**config.mk**
```make
export PLATFORM = sky130hd
export DESIGN_NAME = bp_be_regfile_wb_arbiter
export DESIGN_NICKNAME = d
export VERILOG_FILES = /design/src/rtl/bp_be_pkg.sv /design/src/rtl/bp_be_wb_rr_picker.sv /design/src/rtl/bp_be_regfile_wb_arbiter.sv
export SDC_FILE = /design/constraint.sdc
export NUM_CORES = 1
export LEC_CHECK = 0
export ABC_AREA = 0
export CAP_MARGIN = 30
export CELL_PAD_IN_SITES_DETAIL_PLACEMENT = 1
export CELL_PAD_IN_SITES_GLOBAL_PLACEMENT = 2
export CORE_MARGIN = 3
export CORE_UTILIZATION = 21
export DETAILED_ROUTE_END_ITERATION = 8
export GPL_TIMING_DRIVEN = 0
export HOLD_SLACK_MARGIN = 0.03
export MAX_ROUTING_LAYER = met4
export PLACE_DENSITY = 0.88
export SETUP_SLACK_MARGIN = 0.05
export SYNTH_ARGS = -nofsm -noshare
export SYNTH_HDL_FRONTEND = slang
export SYNTH_HIERARCHICAL = 1
export SYNTH_SLANG_ARGS = --single-unit
export TNS_END_PERCENT = 10
```
**constraint.sdc**
```tcl
create_clock -name clk_i -period 4.6 [get_ports clk_i]
set_clock_uncertainty 0.2 [all_clocks]
set_input_delay 0.46 -clock clk_i [delete_from_list [all_inputs] [get_ports clk_i]]
set_output_delay 0.46 -clock clk_i [all_outputs]
set_load 0.03 [all_outputs]
```
**src/rtl/bp_be_pkg.sv**
```systemverilog
// Shared back-end constants and writeback request type used by the regfile writeback arbiter.
package bp_be_pkg;

  localparam int num_wb_ports_gp   = 2;
  localparam int reg_addr_width_gp = 5;
  localparam int dword_width_gp    = 64;

  typedef struct packed {
    logic [reg_addr_width_gp-1:0] addr;
    logic [dword_width_gp-1:0]    data;
  } bp_be_wb_req_s;

  // Successor of a requester index in a ring of n entries.
  function automatic int wrap_inc(input int idx, input int n);
    return (idx + 1 >= n) ? 0 : idx + 1;
  endfunction

endpackage

```
**src/rtl/bp_be_wb_rr_picker.sv**
```systemverilog
// Combinational two-grant rotating picker. Starved (prio) requesters are scanned first in index order,
// then the rest in rotating order from rr_i; port 1 never takes the same rd as port 0.
module bp_be_wb_rr_picker
  import bp_be_pkg::*;
#(
  parameter int num_req_p = 4,
  localparam int rr_width_lp = (num_req_p > 1) ? $clog2(num_req_p) : 1
) (
  input  logic [num_req_p-1:0]                               v_i,
  input  logic [num_req_p-1:0][reg_addr_width_gp-1:0]        addr_i,
  input  logic [rr_width_lp-1:0]                             rr_i,
  input  logic [num_req_p-1:0]                               prio_i,
  output logic [num_wb_ports_gp-1:0][num_req_p-1:0]          grant_o
);

  logic                         found0;
  logic                         found1;
  logic [reg_addr_width_gp-1:0] addr0;
  logic [rr_width_lp-1:0]       idx;
  logic [rr_width_lp:0]         sum;
  logic                         pass;

  // Walk the 2N-slot scan list: slots 0..N-1 are the starved pass, N..2N-1 the rotating pass.
  always_comb begin
    grant_o = '0;
    found0  = 1'b0;
    found1  = 1'b0;
    addr0   = '0;
    idx     = '0;
    sum     = '0;
    pass    = 1'b0;
    for (int k = 0; k < 2*num_req_p; k++) begin
      if (k < num_req_p) begin
        idx  = rr_width_lp'(k);
        pass = prio_i[idx];
      end else begin
        sum  = {1'b0, rr_i} + (rr_width_lp+1)'(k - num_req_p);
        sum  = (sum >= (rr_width_lp+1)'(num_req_p)) ? sum - (rr_width_lp+1)'(num_req_p) : sum;
        idx  = sum[rr_width_lp-1:0];
        pass = ~prio_i[idx];
      end
      if (v_i[idx] && pass) begin
        if (!found0) begin
          grant_o[0][idx] = 1'b1;
          found0          = 1'b1;
          addr0           = addr_i[idx];
        end else if (!found1 && (addr_i[idx] != addr0)) begin
          grant_o[1][idx] = 1'b1;
          found1          = 1'b1;
        end else begin
          found1 = found1;
        end
      end else begin
        found0 = found0;
      end
    end
  end

endmodule

```
**src/rtl/bp_be_regfile_wb_arbiter.sv**
```systemverilog
// Shares the two regfile write ports among num_req_p writeback producers, round-robin, registered outputs.
// Optional starvation aging is enabled by defining BP_BE_WB_ARB_AGE_EN.
module bp_be_regfile_wb_arbiter
  import bp_be_pkg::*;
#(
  parameter int num_req_p      = 4,
  parameter int data_width_p   = 64,
  parameter bit zero_x0_p      = 1'b1,
  parameter int starve_limit_p = 8
) (
  input  logic                                              clk_i,
  input  logic                                              reset_i,
  input  logic [num_req_p-1:0]                              req_v_i,
  input  logic [num_req_p-1:0][reg_addr_width_gp-1:0]       req_addr_i,
  input  logic [num_req_p-1:0][data_width_p-1:0]            req_data_i,
  output logic [num_req_p-1:0]                              req_ready_o,
  output logic [num_wb_ports_gp-1:0]                        rd_w_v_o,
  output logic [num_wb_ports_gp-1:0][reg_addr_width_gp-1:0] rd_addr_o,
  output logic [num_wb_ports_gp-1:0][data_width_p-1:0]      rd_data_o
);

  localparam int rr_width_lp = (num_req_p > 1) ? $clog2(num_req_p) : 1;

  logic [rr_width_lp-1:0]                          rr_q, rr_d;
  logic [num_wb_ports_gp-1:0]                      rd_w_v_q, rd_w_v_d;
  logic [num_wb_ports_gp-1:0][reg_addr_width_gp-1:0] rd_addr_q, rd_addr_d;
  logic [num_wb_ports_gp-1:0][data_width_p-1:0]    rd_data_q, rd_data_d;

  logic [num_req_p-1:0]                            absorb_s;
  logic [num_req_p-1:0]                            pick_v_s;
  logic [num_req_p-1:0]                            prio_s;
  logic [num_req_p-1:0]                            granted_s;
  logic [num_wb_ports_gp-1:0][num_req_p-1:0]       grant_s;

  // x0 writes are acknowledged immediately and never compete for a port.
  always_comb begin
    absorb_s = '0;
    for (int i = 0; i < num_req_p; i++) begin
      absorb_s[i] = zero_x0_p && req_v_i[i] && (req_addr_i[i] == '0);
    end
  end

  assign pick_v_s  = req_v_i & ~absorb_s;
  assign granted_s = grant_s[0] | grant_s[1];

  bp_be_wb_rr_picker #(.num_req_p(num_req_p)) picker (
    .v_i    (pick_v_s),
    .addr_i (req_addr_i),
    .rr_i   (rr_q),
    .prio_i (prio_s),
    .grant_o(grant_s)
  );

  assign req_ready_o = reset_i ? {num_req_p{1'b0}} : (granted_s | absorb_s);

  // Load write ports from the grants; rr follows the last port-granted requester.
  always_comb begin
    rr_d      = rr_q;
    rd_w_v_d  = '0;
    rd_addr_d = '0;
    rd_data_d = '0;
    for (int p = 0; p < num_wb_ports_gp; p++) begin
      for (int i = 0; i < num_req_p; i++) begin
        if (grant_s[p][i]) begin
          rd_w_v_d[p]  = 1'b1;
          rd_addr_d[p] = req_addr_i[i];
          rd_data_d[p] = req_data_i[i];
          rr_d         = rr_width_lp'(wrap_inc(i, num_req_p));
        end else begin
          rd_w_v_d[p] = rd_w_v_d[p];
        end
      end
    end
  end

  // Port and rotation state.
  always_ff @(posedge clk_i) begin
    if (reset_i) begin
      rr_q      <= '0;
      rd_w_v_q  <= '0;
      rd_addr_q <= '0;
      rd_data_q <= '0;
    end else begin
      rr_q      <= rr_d;
      rd_w_v_q  <= rd_w_v_d;
      rd_addr_q <= rd_addr_d;
      rd_data_q <= rd_data_d;
    end
  end

  assign rd_w_v_o  = rd_w_v_q;
  assign rd_addr_o = rd_addr_q;
  assign rd_data_o = rd_data_q;

`ifdef BP_BE_WB_ARB_AGE_EN
  localparam int age_width_lp = $clog2(starve_limit_p + 1);
  localparam logic [age_width_lp-1:0] age_max_lp = age_width_lp'(starve_limit_p);

  logic [num_req_p-1:0][age_width_lp-1:0] age_q, age_d;

  // Saturating wait counters; a requester at the limit is promoted into the starved pass.
  always_comb begin
    age_d  = age_q;
    prio_s = '0;
    for (int i = 0; i < num_req_p; i++) begin
      prio_s[i] = (age_q[i] == age_max_lp);
      if (granted_s[i]) begin
        age_d[i] = '0;
      end else if (req_v_i[i] && !absorb_s[i] && (age_q[i] != age_max_lp)) begin
        age_d[i] = age_q[i] + age_width_lp'(1);
      end else begin
        age_d[i] = age_q[i];
      end
    end
  end

  // Wait counter state.
  always_ff @(posedge clk_i) begin
    if (reset_i) begin
      age_q <= '0;
    end else begin
      age_q <= age_d;
    end
  end
`else
  localparam int unused_starve_limit_lp = starve_limit_p;
  assign prio_s = '0;
`endif

endmodule

```
# --- Word-level counts from Yosys, hierarchy flattened ---
# Index checks and enable logic that the tools add are counted.
word_totals:
  regBits: 142
  in_bits: 282
  out_inout_bits: 144
  word_cells: 159
op_classes:
  add_sub_neg: 7
  n_lt_le_gt_ge: 12
  eq_ne: 3
  n_mux: 95
  bitwise_logic: 14
  reduce_logical: 22
op_table:
  columns: ["operator", "n"]
  rows:
  - ["$mux W64", 8]
  - ["$mux W5", 17]
  - ["$mux W4", 11]
  - ["$bmux W5 S2", 4]
  - ["$mux W1", 29]
  - ["$or A4 B4 Y4", 7]
  - ["$mux W8", 3]
  - ["$mux W2", 11]
  - ["$logic_not A5 Y1", 4]
  - ["$bmux W1 S2", 8]
  - ["$ne A5 B5 Y1", 3]
  - ["$logic_and A1 B1 Y1", 14]
  - ["$lt A2 B3 Y1 const B", 4]
  - ["$ge A3 B3 Y1 const B", 3]
  - ["$demux W1 S2", 4]
  - ["$ge A2 B1 Y1 const B", 4]
  - ["$sub A2 B1 Y2 const B", 4]
  - ["$reduce_bool A7 Y1", 1]
  - ["$add A2 B2 Y3 const B", 2]
  - ["$and A4 B4 Y4", 1]
  - ["$not A1 Y1", 4]
  - ["$not A4 Y4", 1]
  - ["$or A4 B4 Y4 const A", 1]
  - ["$add A2 B1 Y3 const B", 1]
  - ["other kinds (3)", 4]

# --- Depth between registers and ports, before layout ---
logic_depth:
  word_depth: 29
  mapped_depth: 21
  ltp_nobuf: 14

# --- Modules after synthesis ---
# The synthesis kept the hierarchy.
modules_own_cells:
  columns: ["mod", "instances", "cells_each", "area_each_um2", "seq_area_each_um2"]
  rows:
  - ["bp_be_regfile_wb_arbiter", 1, 912, 7697.4, 2842.7]
  - ["bp_be_wb_rr_picker", 1, 228, 1966.9, 0.0]

# --- Worst setup path after synthesis ---
# No wires, ideal clock.
synth_path:
  path_type: "input to output"
  start: "input port req_addr_i[18] (netlist bit)"
  end: "output port req_ready_o[2]"
  arrival_ps: 4377
  path_slack_ps: -437
  path_stages: 16
  cell_sequence: "nor4_1 > a21boi_0 > nor2b_1 > mux4_2 > and3_4 > buf_6 > a221o_1 > mux2i_1 > xnor2_1 > nor4_1 > a2111o_2 > o211ai_2 > buf_2 > clkbuf_1 > a311oi_1 > nor2_1"
synth_rtl:
  columns: ["item", "line_no", "text"]
  rows:
  - ["start, declared", "bp_be_regfile_wb_arbiter.sv:14", "input logic [num_req_p-1:0][reg_addr_width_gp-1:0] req_addr_i,"]
  - ["end, declared", "bp_be_regfile_wb_arbiter.sv:16", "output logic [num_req_p-1:0] req_ready_o,"]

==> impl_metrics.toml <==
[floorplanning]
core_um2 = 44800
start_util = 0.216
ios = 426
die_w_um = 221
rows = 77
die_h_um = 221
dieArea_um2 = 48600

[worst_setup_path]
crit_top_cell = "buf_4"
end_kind = "output pin"
critPathKind = "flip-flop to output pin"
cp_cell_sequence = "inv_1, ha_4, buf_8, buf_4, buf_4, mux4_2, nand4_1, nand3_1, xnor2_1, nand2_1, o31a_1, nand3b_1, o211ai_4, buf_12, clkbuf_16, a311oi_2, nor2_2, buf_6"
cp_num_buf_inv = 7
max_stage_delay_ps = 410
startpoint = "rr_q[1]$_SDFFE_PP0P_"
reg2reg_to = "rd_data_o[113]$_SDFF_PP0_"
crit_family = "buffers and inverters"
cp.arrival_ps = 4280
worstSetupStartpointType = "flip-flop"
worstSetupEndpoint = "req_ready_o[2]"
critPathRequiredTime_ps = 3940
worstReg2RegStart = "rr_q[1]$_SDFFE_PP0P_"
reg2reg_slack_ps = -190
critPathMaxFanout = 7
critPathSlowestCell = "o31a_1"
rr_worst_depth = 23
cp.depth = 18

[detailed_routing]
met3_length_um = 4510
drcViolationCount = 0
drt_first_pass_iters = 7
avgRoutedWirePerCell_um = 27.3
wl_met2_um = 29600
ant_nets = 0
vias_per_cell = 5.51
drt_iter0_drc = 969
routed_wl_um = 62100
top_layer_used = "met4"
wl_met1_um = 25600
via_count = 12561

[outcome]
outcome = "finished with violations"
violations = "negative setup slack"

[cts]
clock_latency_ps = 490
cts_tree = "done"
clk_pin_slew_ps = 60
cts_sinks = 142
htreeDepth = 4
cts_buffer_depth = 2
numCtsBuffers = 17
cts-root-buf = "clkbuf_16"

[global_routing]
grt_max_degree = 17
antenna_found_initial = 2
overflow = 0
grt_pass1_vias = 13191
grt_usage = 0.250
grt_pass1_wl_um = 86700

[placed_design]
io_buffers = 424
place_congestion = 0.960
hpwl_um = 45000
placed_area_um2 = 14800

[layout]
fin_nets = 1956
fillers = 5159
drive_gt1_frac = 0.203
final_area_um2 = 16900
mostFrequentLayoutCells = "396 x clkdlybuf4s50_1, 152 x a21oi_1, 140 x dfxtp_1"
final_common_cell = "clkdlybuf4s50_1"
multi_input_area_um2 = 6720
syn2layout_area_growth_pct = 75.3
regArea_um2 = 2850

[sta]
hold_ws_ps = 82.2
slew_violations = 0
relSlewSlack = 0.368
grt_setup_unrepaired = "true"
fmax_ghz = 0.202
hold_violations = 0
worst_slack_ps = -341
worst_pin_slew_ps = 949
finalSetupViolCount = 18
period_needed_ps = 4940
fin_crit_sh = 1.07

[logic_synthesis]
ys.warnings.count = 6
syn_area_um2 = 9660
synthCells = 1140
ys_seq_area_frac = 0.294
synth-edff-count = 0
ys_ff_latch = 142
syn_area_per_cell_um2 = 8.48
yosysUniqueCellTypes = 61
ys_async_sr_fraction = 0
synth_ff_type = "dfxtp_1"

[job]
maxCapViolCount = 0

[power]
leakagePower_uw = 0.00639
p_per_area_nw_per_um2 = 587
irDropWorstVdd_mv = 0.267

[hold_path]
holdCritPathClass = "primary input to flip-flop"
==> power breakdown <==
| part | switching (uW) | total [uW] | internal (uW) |
|---|---|---|---|
| Sequential | 156 | 1850 | 1700 |
| Clock | 634 | 1550 | 914 |
| Combinational | 3730 | 6540 | 2820 |
| Total | 4520 | 9950 | 5430 |
==> sequential cells by signal (all words and copies together) (netlist names) <==
register	count
rd_addr_o	10
rd_data_o	128
rd_w_v_o	2
rr_q	2
==> repair_timing <==
item                                    in CTS  in global routing
hold buffers                                 1                  0
resized for setup                          268                 82
endpoints found under the setup margin     145                 92
setup buffers                               48                 24
endpoints found under the hold margin        1                  0
pin swaps                                   47                 64
gates cloned                                 0                  2
==> stage by stage <==
step	worst slack, ps	TNS (ps)	power (uW)	instances	util
6_report	-341	-2220	9950	2279	0.378
2_1_floorplan	50.5	0	5060	1155	-
3_3_place_gp	-2270	-196260	7390	2171	0.330
4_1_cts	-346	-1160	9660	2248	0.365
3_5_place_dp	-2210	-201910	7440	2172	0.330
5_1_grt	-449	-5640	10400	2275	0.378
==> logic make-up after synthesis <==
kind of cell	count (synthesis)	synth area share
other cells	1	0.000388
compound gates	408	0.316
fa+ha+maj	4	0.00518
simple gates	329	0.206
flops	142	0.294
buf+inv	199	0.0900
mux	30	0.0638
xor+xnor	27	0.0245
==> worst min-delay path: cells and delay by family <==
kind | cells | cell delay (ps)
buf+inv | 2 | 160
compound gates | 1 | 80
==> metal layers <==
layer	vias up	track usage
met2	724	0.405
met4	0	0.110
met3	163	0.0516
met1	6241	0.300
met5	-	-
li1	5433	-
==> how the worst min path moves through the flow <==
stage                          from                      end  slack [ps]  cells past startpoint
5_1_grt              req_addr_i[17]  rd_addr_o[2]$_SDFF_PP0_          90                      3
6_report             req_addr_i[17]  rd_addr_o[2]$_SDFF_PP0_          80                      3
3_3_place_gp   rr_q[0]$_SDFFE_PP0P_     rr_q[0]$_SDFFE_PP0P_         480                      3
4_1_cts              req_addr_i[15]  rd_addr_o[0]$_SDFF_PP0_          40                      3
3_5_place_dp   rr_q[0]$_SDFFE_PP0P_     rr_q[0]$_SDFFE_PP0P_         480                      3
2_1_floorplan        req_addr_i[19]  rd_addr_o[9]$_SDFF_PP0_         370                      2
==> synth_stat cells (19+ instances only) <==
| cell type | instances | area, um2 |
|---|---|---|
| a21oi_1 | 152 | 761 |
| a221oi_1 | 129 | 1130 |
| and3b_1 | 70 | 613 |
| buf_2 | 31 | 155 |
| clkbuf_1 | 71 | 267 |
| dfxtp_1 | 142 | 2840 |
| inv_1 | 75 | 282 |
| mux4_2 | 24 | 541 |
| nand2_1 | 87 | 327 |
| nand3_1 | 24 | 120 |
| nor2_1 | 20 | 75.1 |
| nor2b_1 | 75 | 469 |
| o32ai_1 | 67 | 587 |
| xnor2_1 | 19 | 166 |
==> area by class of cell <==
class                           count  area share
Antenna cell                        6    0.000886
Buffer                            120      0.0498
Clock buffer                       20      0.0264
Clock inverter                     10     0.00960
Inverter                           75      0.0168
Multi-Input combinational cell    815       0.397
Sequential cell                   142       0.168
Tap cell                          592      0.0437
Timing Repair Buffer              499       0.288
(Power assumes the default switching activity.)
